**src/rtl/rs_pkg.sv**
```systemverilog
// rs_pkg: shared types and helpers for the ShiftRows / InvShiftRows stage.
//   ROW_W     - width of one state row word (4 bytes)
//   NROWS     - rows per AES state
//   row_t     - one row word; bits [31:24] are column 0 and [7:0] are column 3
//   state_t   - packed array of NROWS row words
//   rot_bytes - cyclic byte rotation of a row word, left or right
package rs_pkg;

   localparam int unsigned ROW_W = 32;
   localparam int unsigned NROWS = 4;

   typedef logic [ROW_W-1:0] row_t;
   typedef row_t [NROWS-1:0] state_t;

   // Rotate 'row' by n bytes (modulo 4). A right rotation by n is the same as a
   // left rotation by (4 - n) mod 4, so only the left form is built. The word is
   // doubled so the rotation becomes a single 32-bit window into 64 bits.
   function automatic row_t rot_bytes(row_t row, int n, bit right);
      logic [2*ROW_W-1:0] dbl;
      int unsigned        lft;
      dbl = {row, row};
      if (right) begin
         lft = unsigned'((4 - (n & 3)) & 3);
      end else begin
         lft = unsigned'(n & 3);
      end
      return dbl[(ROW_W - 8 * lft) +: ROW_W];
   endfunction

   // Even parity of one row word.
   function automatic logic row_parity(row_t row);
      return ^row;
   endfunction

endpackage

```
**src/rtl/rs_row_rot.sv**
```systemverilog
// rs_row_rot: combinational byte rotator for a single state row.
// Ports:
//   row_i  - input row word
//   amt_i  - rotation amount in bytes (0..3)
//   dir_i  - 0 = rotate left (encrypt), 1 = rotate right (decrypt)
//   row_o  - rotated row word
module rs_row_rot
   import rs_pkg::*;
(
   input  row_t       row_i,
   input  logic [1:0] amt_i,
   input  logic       dir_i,
   output row_t       row_o
);

   always_comb begin
      row_o = rot_bytes(row_i, int'(amt_i), dir_i);
   end

endmodule

```
**src/rtl/rs.sv**
```systemverilog
// rs: registered AES ShiftRows / InvShiftRows stage, one-cycle latency.
// Row r of the state is rotated by r bytes: left when encrypting, right when
// decrypting. Row 0 always passes through; row 2 is the same in both directions.
// Ports:
//   clk       - rising-edge clock
//   rst       - synchronous active-high reset, has priority over valid_i
//   valid_i   - state_i / enc_dec carry a beat this cycle
//   enc_dec   - 0 = encrypt (rotate left), 1 = decrypt (rotate right)
//   state_i   - input rows, state_i[r] = row r
//   valid_o   - state_o holds a freshly shifted state
//   state_o   - shifted rows, held while valid_i is low
//   parity_o  - per-row even parity of state_o (only when RS_PARITY_EN is defined)
// Configuration macro: RS_PARITY_EN adds the registered parity_o output.
module rs #(
   parameter int unsigned WORD_W = 32,
   parameter int unsigned NROWS  = 4
) (
   input  logic              clk,
   input  logic              rst,
   input  logic              valid_i,
   input  logic              enc_dec,
   input  logic [WORD_W-1:0] state_i [NROWS],
   output logic              valid_o,
   output logic [WORD_W-1:0] state_o [NROWS]
`ifdef RS_PARITY_EN
   ,
   output logic [NROWS-1:0]  parity_o
`endif
);

   import rs_pkg::*;

   row_t shifted [NROWS];

   logic valid_d, valid_q;
   row_t state_d [NROWS];
   row_t state_q [NROWS];

   // One rotator per row; the rotation amount is the row index.
   for (genvar r = 0; r < NROWS; r++) begin : gen_row
      rs_row_rot u_row_rot (
         .row_i (state_i[r]),
         .amt_i (2'(r)),
         .dir_i (enc_dec),
         .row_o (shifted[r])
      );
   end

`ifdef RS_PARITY_EN
   logic [NROWS-1:0] parity_d, parity_q;
`endif

   always_comb begin
      valid_d = valid_i;
      state_d = state_q;
`ifdef RS_PARITY_EN
      parity_d = parity_q;
`endif
      if (valid_i) begin
         for (int r = 0; r < NROWS; r++) begin
            state_d[r] = shifted[r];
`ifdef RS_PARITY_EN
            // Rotation only permutes bytes, so this also equals ^state_i[r].
            parity_d[r] = row_parity(shifted[r]);
`endif
         end
      end
   end

   always_ff @(posedge clk) begin
      if (rst) begin
         valid_q <= 1'b0;
         for (int r = 0; r < NROWS; r++) begin
            state_q[r] <= '0;
         end
`ifdef RS_PARITY_EN
         parity_q <= '0;
`endif
      end else begin
         valid_q <= valid_d;
         state_q <= state_d;
`ifdef RS_PARITY_EN
         parity_q <= parity_d;
`endif
      end
   end

   assign valid_o = valid_q;
   assign state_o = state_q;
`ifdef RS_PARITY_EN
   assign parity_o = parity_q;
`endif

endmodule

```
**config.mk**
```make
export PLATFORM = sky130hd
export DESIGN_NAME = rs
export DESIGN_NICKNAME = d
export VERILOG_FILES = /design/src/rtl/rs_pkg.sv /design/src/rtl/rs_row_rot.sv /design/src/rtl/rs.sv
export SDC_FILE = /design/constraint.sdc
export NUM_CORES = 1
export LEC_CHECK = 0
export ABC_AREA = 1
export ABC_CLOCK_PERIOD_IN_PS = 3710
export BUFFER_PORTS_ARGS = -buffer_cell sky130_fd_sc_hd__buf_2
export CAP_MARGIN = 25
export CORE_ASPECT_RATIO = 1.4
export CORE_UTILIZATION = 40
export CTS_CLUSTER_SIZE = 30
export DETAILED_ROUTE_END_ITERATION = 10
export GPL_TIMING_DRIVEN = 1
export PLACE_DENSITY = 0.64
export SLEW_MARGIN = 10
export SYNTH_ARGS = -nofsm -noshare
export SYNTH_HDL_FRONTEND = slang
export SYNTH_HIERARCHICAL = 1
export SYNTH_SLANG_ARGS = --single-unit
```
**constraint.sdc**
```tcl
create_clock -name clk -period 3.71 [get_ports clk]
set_clock_uncertainty 0.2 [all_clocks]
set_input_delay 0.1855 -clock clk [delete_from_list [all_inputs] [get_ports clk]]
set_output_delay 0.1855 -clock clk [all_outputs]
set_load 0.01 [all_outputs]
```
==> results of run 1 <==
## critical path, stage by stage
cell and delay, ns:
sky130_fd_sc_hd__dlygate4sd3_1 0.53, sky130_fd_sc_hd__buf_2 0.14, sky130_fd_sc_hd__inv_4 0.59, sky130_fd_sc_hd__buf_12 0.33
sky130_fd_sc_hd__nand2_1 0.10, sky130_fd_sc_hd__nor2_1 0.10
## logic make-up (layout without fill, tap and decap cells)
group	count (synthesis)	count (layout)	share of synthesized area (%)
compound gates	175	175	9.40
fa+ha+maj	4	4	0.499
buf+inv	355	547	18.1
flops	129	129	25.7
other cells	2	28	0.0748
simple gates	1129	1129	46.2
## stage by stage
step                      worst slack [ns]  area, sq um  cells  util [%]  hold slack [ns]
final                                 1.84        11600   2327      47.1           0.0569
after detailed placement              1.41        11000   2294      44.7            0.194
after CTS                             1.83        11600   2327      47.1           0.0719
after global placement                1.48        11000   2294      44.7            0.193
after global routing                  1.60        11600   2327      47.1           0.0962
after floorplan                       2.35        10100   1820         -           0.0568
## area by class of cell
| cell class | instances | area [sq um] |
|---|---|---|
| inverters | 250 | 948 |
| clock inverters | 14 | 144 |
| well taps | 315 | 394 |
| multi-input cells | 1336 | 5730 |
| flip-flops and latches | 129 | 2580 |
| repair buffers | 265 | 1370 |
| clock buffers | 18 | 439 |
| fillers | 2797 | 13100 |
## registers in the layout (all words and copies together) (netlist names)
name,count
valid_o,1
state_o,128
## power by group
| part | switching (mW) | internal, mW | leakage [nW] |
|---|---|---|---|
| clock network | 0.729 | 0.962 | 0.275 |
| logic | 0.869 | 0.457 | 5.61 |
| registers | 0.0597 | 1.50 | 1.07 |
## path summary, 6_finish.rpt
check                               endpoint  depth (start not counted)         start  slack, ns
worst max-delay path             state_o[44]                          6           rst       1.84
worst min-delay path             state_o[18]                          3       valid_i       0.06
worst max register to register   state_o[34]                          2   state_o[34]       2.90
worst min register to register  state_o[109]                          2  state_o[109]       0.27
## synthesized netlist by cell type (10+ instances only)
| master | instances |
|---|---|
| sky130_fd_sc_hd__a21boi_0 | 11 |
| sky130_fd_sc_hd__o21ai_1 | 47 |
| sky130_fd_sc_hd__nand3_2 | 10 |
| sky130_fd_sc_hd__buf_4 | 24 |
| sky130_fd_sc_hd__nor2_1 | 337 |
| sky130_fd_sc_hd__nand3b_1 | 32 |
| sky130_fd_sc_hd__buf_2 | 23 |
| sky130_fd_sc_hd__dfxtp_1 | 129 |
| sky130_fd_sc_hd__a21oi_1 | 32 |
| sky130_fd_sc_hd__nand2_1 | 613 |
| sky130_fd_sc_hd__nand3_1 | 125 |
| sky130_fd_sc_hd__o21ai_0 | 73 |
| sky130_fd_sc_hd__inv_1 | 240 |
| sky130_fd_sc_hd__buf_6 | 48 |
## routing by layer
layer	vias up	track usage, %
met5	-	0
met4	0	11.1
met3	52	5.11
met2	360	45.0
met1	4884	28.3
li1	5794	-
## repair_timing
action / CTS / global route
setup endpoints to repair: 0 / 0
hold buffers: 1 / 0
hold endpoints to repair: 1 / 0
==> summary by stage, run 1 <==
Placed design
The post-detailed-placement half-perimeter wirelength is 24600 um. At the end of routability-driven placement, the weighted congestion stood at 0.982. The number of port buffers is 260.

Layout
The library cell used most frequently in the layout, excluding fill and tap cells, is sky130_fd_sc_hd__nand2_1. In the layout the commonest cells are sky130_fd_sc_hd__nand2_1 (613), sky130_fd_sc_hd__nor2_1 (337), sky130_fd_sc_hd__buf_2 (259), sky130_fd_sc_hd__inv_1 (239), sky130_fd_sc_hd__dfxtp_1 (129). The final layout contains 2135 nets. Cells with a size suffix above 1 make up 16.7% of the layout. The number of antenna cells inserted is 0. Relative to the synthesized area, the layout overhead comes to 15.7%.

Yosys
The area share of the leading cell type in the synthesized netlist is 25.7%. Of the synthesized area, sequential elements account for 25.7%. The count of warnings emitted by yosys is 6. The number of cells produced by synthesis is 1794. The unique cell type count in the Yosys netlist is 25. Among all flip-flop cells after synthesis, the most frequent one is sky130_fd_sc_hd__dfxtp_1. The flip-flop and latch count after synthesis is 129. In the synthesized netlist the async set-or-reset flop fraction comes to 0%.

The average cell area after synthesis is 5.59 sq um. The number of enable-type register cells in the synthesized netlist is 0. The mapped netlist covers 0.0100 sq mm. The most area-hungry cell type in the Yosys netlist is sky130_fd_sc_hd__dfxtp_1. Ranked by total cell area, the synthesized netlist is headed by sky130_fd_sc_hd__dfxtp_1 (26%), sky130_fd_sc_hd__nand2_1 (23%), sky130_fd_sc_hd__nor2_1 (13%).

Pwr
The post-layout total power is 4.58 mW. The largest vdd supply drop is 0.310 mV. Power spread over the standard cell area amounts to 394 mW/mm^2. The static leakage is 6.95 nW.

Routing
The count of nets left with antenna violations once routing finished came out at 0. The detailed router used layers up to and including met4. In the routed layout, each cell is associated on average with a via count of 4.77. The detailed router's first-iteration violation count is 628. Detailed routing placed a total of 16100 um of wire on met2. The first-pass iteration count of the detailed router is 5. Dividing the detail-routed wire length by the instance count gives 13.9 um.

The length of routed met3 wiring is 2170 um. The sum of routed wire length over all layers is 32500 um. In the routed design, unresolved DRC markers number 0. The via total after detailed routing is 11100.

After detailed routing, the wire length on met1 is 13100 um.

Floorplan
The die width is 136 um. The core region is 0.0247 sq mm. The die covers 0.0257 sq mm. 261 I/O pins were placed. The initial core utilization is 40.7%. The number of placement rows is 68. Measured along the y axis, the die boundary spans 189 um.

STA
Timing would allow up to 535 MHz. The slew at the pin closest to its max-slew limit is 0.838 ns. Headroom to the max-slew limit came out at 44.1%.

The number of max-slew violations in the final report was 0. The worst path uses 50.4% of the clock period. The count of final setup violators is 0. Setup repair after global routing left no endpoint under its margin. The final-layout setup total negative slack is 0 ns.

The worst path needs 1.87 ns of the cycle, external delays included. The count of final hold-check violations is 0.

Global routing
Entering global routing, the biggest net connects 95 pins. Across every metal layer, demand over resource in global routing totals 25.2%. The number of global-route vias before repair is 10300.

The remaining global-route overflow is 0. The first global-routing pass estimated 50900 um of wire. The initial antenna violation count was 0.

Clock tree
The number of clock sinks is 129. The TritonCTS buffer count is 17. The quantity of gates resized following cts is 0. The clock latency on the worst-skew pair is 0.42 ns. The H-tree depth reported by CTS is 4. The maximum root-to-sink buffer count is 2. Clock tree synthesis selected as its root buffer the cell sky130_fd_sc_hd__clkbuf_16. Clock-pin slew was measured on the worst setup and hold paths at 0.06 ns.

Once the clock tree was built, the setup fixing pass inserted 0 buffers. TritonCTS built the clock tree.

Setup path
The critical path in this run is classified as input port to register. For the worst setup path, the data required time is 3.87 ns. The nature of the critical path startpoint is an input port.

The highest fanout seen on the critical path is 76. The type of element capturing the critical path is a register. Data on the critical path arrives at its endpoint at 2.03 ns.

Worst hold path
The tightest min-delay check is of the input port to register type.

Outcome
The flow ran to the end, and the final reports show no timing, DRC or antenna violations.

Run
The number of violations of the max-capacitance limit is 0.
Power figures use the tool's default switching activity.
==> run 2, diff against run 1 <==
Settings changed: ABC_CLOCK_PERIOD_IN_PS 3710 to 1600, PLACE_DENSITY 0.64 to 0.67.
Clock period 3.71 ns to 1.6 ns, I/O delays scaled along.
==> summary by stage, run 2 (synthesis results as in run 1) <==
Placed design
The placed standard-cell area is 0.0113 sq mm (+2.5%). The number of port buffers was 260 (unchanged). The routability congestion estimate is 0.954 (-2.9%). The number of instances in the placed design is 2320 (+1.1%). The post-detailed-placement half-perimeter wirelength came to 24700 um (+0.40%). The worst setup slack after placement is -0.0544 ns (-1.47 ns).

Clock tree
The clock latency on the worst-skew pair came to 0.43 ns (about the same). The H-tree depth reported by CTS came to 4 (unchanged). The clock tree root driver cell is sky130_fd_sc_hd__clkbuf_16. The maximum root-to-sink buffer count is 2 (unchanged). The clock transition at the registers of the reported paths is 0.06 ns (about the same). TritonCTS built the clock tree. The number of clock sinks came to 129 (unchanged). The TritonCTS buffer count is 17 (unchanged). The post-CTS setup repair buffer count is 0 (unchanged).

Routing
The detailed router's first-iteration violation count is 565 (-10%). The sum of routed wire length over all layers was 33000 um (+1.6%). The routed wire length per instance is 13.9 um (-0.36%). The number of nets still failing antenna checks after routing came to 0 (unchanged). The via total after detailed routing is 11400 (+2.9%). The via density per instance was 4.81 (+0.92%). The number of remaining DRC errors is 0 (unchanged).

The first-pass iteration count of the detailed router was 6 (+1).

Setup path
STA classifies the critical path endpoint as a register. The nature of the critical path startpoint is an input port. The endpoint of the worst-slack reg-to-reg timing path is state_o[106]. The highest fanout seen on the critical path is 16 (-79%).

The number of cells traversed by the worst register-to-register path came to 3 (+1). The required time reported for the critical path endpoint came to 1.76 ns (-2.11 ns). The register-to-register setup slack is 0.30 ns (-2.60 ns). The worst setup path is of the input port to register kind. The reg-to-reg startpoint is state_o[106].

The endpoint arrival time on the critical path is 1.54 ns (-0.49 ns).

Layout
The flip-flop count of the largest register after layout was 128 (unchanged). The area of all placed cells without fillers is 0.0122 sq mm (+4.9%). The share of post-route cells with drive strength above 1 is 17.7% (+0.95 points). The most common cell after layout, fill and taps aside is sky130_fd_sc_hd__nand2_1. The final core utilization was 49.4% (+2.3 points).

The number of filler cells placed in the layout was 2687 (-3.9%). Compared with the post-synthesis result, the final layout area differs by 21.4%. The final-stage net count was 2180 (+2.1%). In the layout the commonest cells are sky130_fd_sc_hd__nand2_1 (613), sky130_fd_sc_hd__nor2_1 (337), sky130_fd_sc_hd__buf_2 (259), sky130_fd_sc_hd__inv_1 (239), sky130_fd_sc_hd__dfxtp_1 (129). The number of antenna cells inserted is 0 (unchanged).

The number of non-filler instances in the completed layout came to 2372 (+1.9%).

Pwr
The static leakage is 7.25 nW (+4.2%). The power per cell area is 933 mW/mm^2 (+140%). The post-layout total power is 11.4 mW (+150%). The largest vdd supply drop is 0.736 mV (+140%).

Floorplan
The top-level port count is 261 (unchanged). The initial core utilization is 40.7% (unchanged). The die area is 0.0257 sq mm (unchanged). The floorplan core area was 0.0247 sq mm (unchanged). The die span in y is 189 um (unchanged). The number of placement rows came to 68 (unchanged). The die width came to 136 um (unchanged).

Worst hold path
The number of stages on the worst hold path is 9 (+6). The worst hold path belongs to the class input port to register. The beginning of the worst hold path is state_i[13].

The worst hold path terminates at state_o[21].

Global routing
The initial antenna violation count is 0 (unchanged). The number of global-route vias before repair came to 10500 (+2.5%). The aggregate global-route resource usage is 25.8% (+0.60 points). The wire length of the first global-routing pass was 52200 um (+2.5%).

The maximum number of pins on one net before global-route repair is 91 (-4.2%). The remaining global-route overflow is 0 (unchanged).

STA
The final-layout setup total negative slack is 0 ns (unchanged). Setup repair after global routing left no endpoint under its margin. The count of final hold-check violations is 0 (unchanged).

The worst path uses 86.4% of the clock period. The minimum clock period is 1.38 ns. The final hold slack came to 0.0261 ns (-0.0308 ns).

The normalized max-slew margin is 54.7% (+11 points). The count of final setup violators is 0 (unchanged). The slew at the pin closest to its max-slew limit is 0.677 ns (-0.161 ns). The achievable clock frequency is 723 MHz. The number of max-slew violations in the final report was 0 (unchanged). The final setup slack of the worst path came to 0.217 ns (-1.62 ns).

Outcome
The run finished with clean final reports.

Run
The number of violations of the max-capacitance limit is 0 (unchanged).
-- run 2: worst max path at each step --
| stage | startpoint | to | slack (ns) | cells after the start |
|---|---|---|---|---|
| floorplan | enc_dec | state_o[18] | 0.34 | 13 |
| global placement | enc_dec | state_o[64] | -0.03 | 12 |
| detailed placement | enc_dec | state_o[64] | -0.05 | 12 |
| CTS | valid_i | state_o[105] | 0.23 | 5 |
| global route | valid_i | state_o[86] | 0.11 | 5 |
| finish | valid_i | state_o[105] | 0.22 | 5 |
-- run 2: critical path, stage by stage --
cell,delay [ns]
sky130_fd_sc_hd__buf_6,0.10
sky130_fd_sc_hd__buf_12,0.13
sky130_fd_sc_hd__dlygate4sd3_1,0.99
sky130_fd_sc_hd__nor2_1,0.11
sky130_fd_sc_hd__nor2_1,0.13
-- run 2: power by group --
part	switching (mW)	total [mW]	internal [mW]
Combinational	2.04	3.24	1.20
Sequential	0.147	3.63	3.49
Clock	1.53	4.50	2.97
-- run 2: final cells by class --
type / instances / area (sq um) / area share (%)
inverters: 250 / 948 / 7.78
multi-input cells: 1336 / 5730 / 47.0
clock buffers: 19 / 443 / 3.63
clock inverters: 13 / 233 / 1.91
flip-flops and latches: 129 / 2580 / 21.2
repair buffers: 310 / 1850 / 15.2
well taps: 315 / 394 / 3.23
-- run 2: timing repair --
item,in CTS,in global routing
resized for setup,0,0
endpoints found under the setup margin,0,0
hold buffers,20,0
hold endpoints to repair,19,0
-- run 2: metal layers --
| metal | up-vias | global-route usage [%] | wire [um] |
|---|---|---|---|
| met1 | 5049 | 28.4 | 13200 |
| met2 | 397 | 46.0 | 16400 |
| li1 | 5889 | - | - |
| met3 | 74 | 5.03 | 1980 |
| met4 | 0 | 13.4 | 1330 |
| met5 | - | 0 | 0 |
==> run 3, diff against run 2 <==
Settings changed: BUFFER_PORTS_ARGS -buffer_cell sky130_fd_sc_hd__buf_2 to not set, CORE_ASPECT_RATIO 1.4 to not set, DONT_BUFFER_PORTS set to 1, PLACE_DENSITY 0.67 to 0.57.
==> summary by stage, run 3 (synthesis results as in run 1) <==
Outcome
The flow ran to the end, but the final reports show violations. The final reports fail on negative hold slack.

STA
The number of max-slew violations in the final report is 0 (unchanged). The count of final setup violators came to 0 (unchanged). The final worst-path cycle share is 96.8% (+10 points).

The slew at the pin closest to its max-slew limit was 0.621 ns (-0.0554 ns). The final-layout setup total negative slack is 0 ns (unchanged). The count of final hold-check violations came to 2 (+2). The final hold slack was -0.273 ns (-0.299 ns).

The achievable clock frequency came to 645 MHz (-11%). The final setup slack of the worst path came to 0.0505 ns (-0.167 ns). The minimum clock period is 1.55 ns (+0.167 ns). The normalized max-slew margin was 58.5% (+3.7 points).

Global routing
The number of global-route vias before repair is 10700 (+2.0%). The wire length of the first global-routing pass was 53300 um (+2.1%). The remaining global-route overflow is 0 (unchanged). The aggregate global-route resource usage is 25.4% (-0.32 points). The initial antenna violation count is 2 (+2). The maximum number of pins on one net before global-route repair is 200 (+120%).

Floorplan
The die width is 160 um (+18%). The floorplan core area came to 0.0245 sq mm (-0.86%). The number of placement rows is 57 (-16%). The initial core utilization came to 41.0% (+0.35 points). The die span in y was 160 um (-15%). The top-level port count is 261 (unchanged). The die area is 0.0257 sq mm (about the same).

Layout
Leaving out fill and tap cells, the most frequent cell in the layout is sky130_fd_sc_hd__nand2_1. The area overhead of the layout relative to synthesis is 29.9%. In the layout the commonest cells are sky130_fd_sc_hd__nand2_1 (608), sky130_fd_sc_hd__nor2_1 (335), sky130_fd_sc_hd__dlygate4sd3_1 (247), sky130_fd_sc_hd__inv_1 (238), sky130_fd_sc_hd__dfxtp_1 (129). The flip-flop count of the largest register after layout is 128 (unchanged). The final-stage net count was 2134 (-2.1%). The number of non-filler instances in the completed layout is 2336 (-1.5%). The number of filler cells placed in the layout is 2539 (-5.5%).

The share of post-route cells with drive strength above 1 is 5.12% (-13 points).

Clock tree
The clock tree root driver cell is sky130_fd_sc_hd__clkbuf_16. The CTS tree is done. The TritonCTS buffer count is 17 (unchanged).

The maximum root-to-sink buffer count was 2 (unchanged). The post-CTS setup repair buffer count came to 0 (unchanged). The clock transition at the registers of the reported paths was 0.06 ns (about the same).

The clock latency on the worst-skew pair came to 0.41 ns (-0.02 ns). The number of clock sinks was 129 (unchanged). The count of hold-fix buffers inserted at cts is 254 (+1200%). The H-tree depth reported by CTS is 4 (unchanged).

Placed design
The post-detailed-placement half-perimeter wirelength was 20500 um (-17%). The worst setup slack after placement is 0.196 ns (+0.251 ns). The routability congestion estimate was 0.882 (-7.5%). The number of instances in the placed design came to 2054 (-11%). The number of port buffers is 0 (-100%).

Run
The number of violations of the max-capacitance limit is 0 (unchanged).

Routing
The number of nets still failing antenna checks after routing is 0 (unchanged). The via density per instance is 4.87 (+1.2%). The via total after detailed routing came to 11400 (-0.29%).

The first-pass iteration count of the detailed router was 6 (unchanged). The number of remaining DRC errors is 0 (unchanged). The routed wire length per instance was 14.0 um (+0.71%). The sum of routed wire length over all layers is 32700 um (-0.82%).

The detailed router's first-iteration violation count is 708 (+25%).

Pwr
The largest vdd supply drop came to 0.473 mV (-36%). The power per cell area came to 869 mW/mm^2 (-6.9%). The static leakage is 6.94 nW (-4.3%).

Worst hold path
The type of the most critical hold path is input port to register.

Setup path
The required time reported for the critical path endpoint is 1.72 ns (-0.04 ns). STA classifies the critical path endpoint as a register. The kind of critical path is input port to register. The endpoint arrival time on the critical path was 1.67 ns (+0.13 ns). The highest fanout seen on the critical path is 199 (+183).

STA classifies the critical path startpoint as an input port.
## run 3: path summary, 6_finish.rpt
kind,startpoint,endpoint,slack (ns),depth (start not counted)
min reg2reg,state_o[47],state_o[47],0.35,2
max,valid_i,state_o[104],0.05,6
max reg2reg,state_o[8],state_o[8],0.14,3
min,valid_i,state_o[85],-0.27,3
## run 3: metrics by stage
step	instance area (sq um)	utilization, %	hold slack (ns)	power [mW]
after floorplan	10100	-	-0.0487	5.92
after global placement	9820	40.1	-0.0391	6.08
after detailed placement	9820	40.1	-0.0422	6.10
after CTS	13000	53.3	0.00136	11.2
after global routing	13000	53.3	-0.318	12.0
final	13000	53.3	-0.273	11.3
## run 3: repair_timing
| action | 4_1_cts | 5_1_grt |
|---|---|---|
| endpoints found under the hold margin | 129 | 2 |
| resized for setup | 0 | 22 |
| endpoints found under the setup margin | 0 | 29 |
## run 3: worst max-delay path, stage by stage
cell and delay (ns):
sky130_fd_sc_hd__dlygate4sd3_1 0.63, sky130_fd_sc_hd__buf_16 0.21, sky130_fd_sc_hd__nand2_1 0.08, sky130_fd_sc_hd__dlygate4sd3_1 0.56
sky130_fd_sc_hd__nand2_1 0.06, sky130_fd_sc_hd__nor2_1 0.04
## run 3: final cells by class
| type | count | area [sq um] | area share, % |
|---|---|---|---|
| clock inverter | 13 | 185 | 1.42 |
| multi-input combinational | 1336 | 5780 | 44.4 |
| inverter | 250 | 953 | 7.31 |
| timing repair buffer | 264 | 2670 | 20.5 |
| tap | 324 | 405 | 3.11 |
| antenna | 1 | 2.50 | 0.0192 |
| clock buffer | 19 | 453 | 3.48 |
| sequential | 129 | 2580 | 19.8 |
## run 3: routing by layer
metal,global-route usage (%),wire (um),vias up
li1,-,-,5795
met1,31.2,14300,5166
met2,43.3,15500,370
met5,0,13,-
met3,6.56,2360,43
met4,7.92,555,2
## run 3: where the power goes
| group | leakage, nW | internal, mW | switching, mW | total [mW] |
|---|---|---|---|---|
| logic | 5.56 | 1.48 | 1.71 | 3.19 |
| clock network | 0.309 | 2.69 | 1.62 | 4.31 |
| registers | 1.07 | 3.49 | 0.343 | 3.83 |
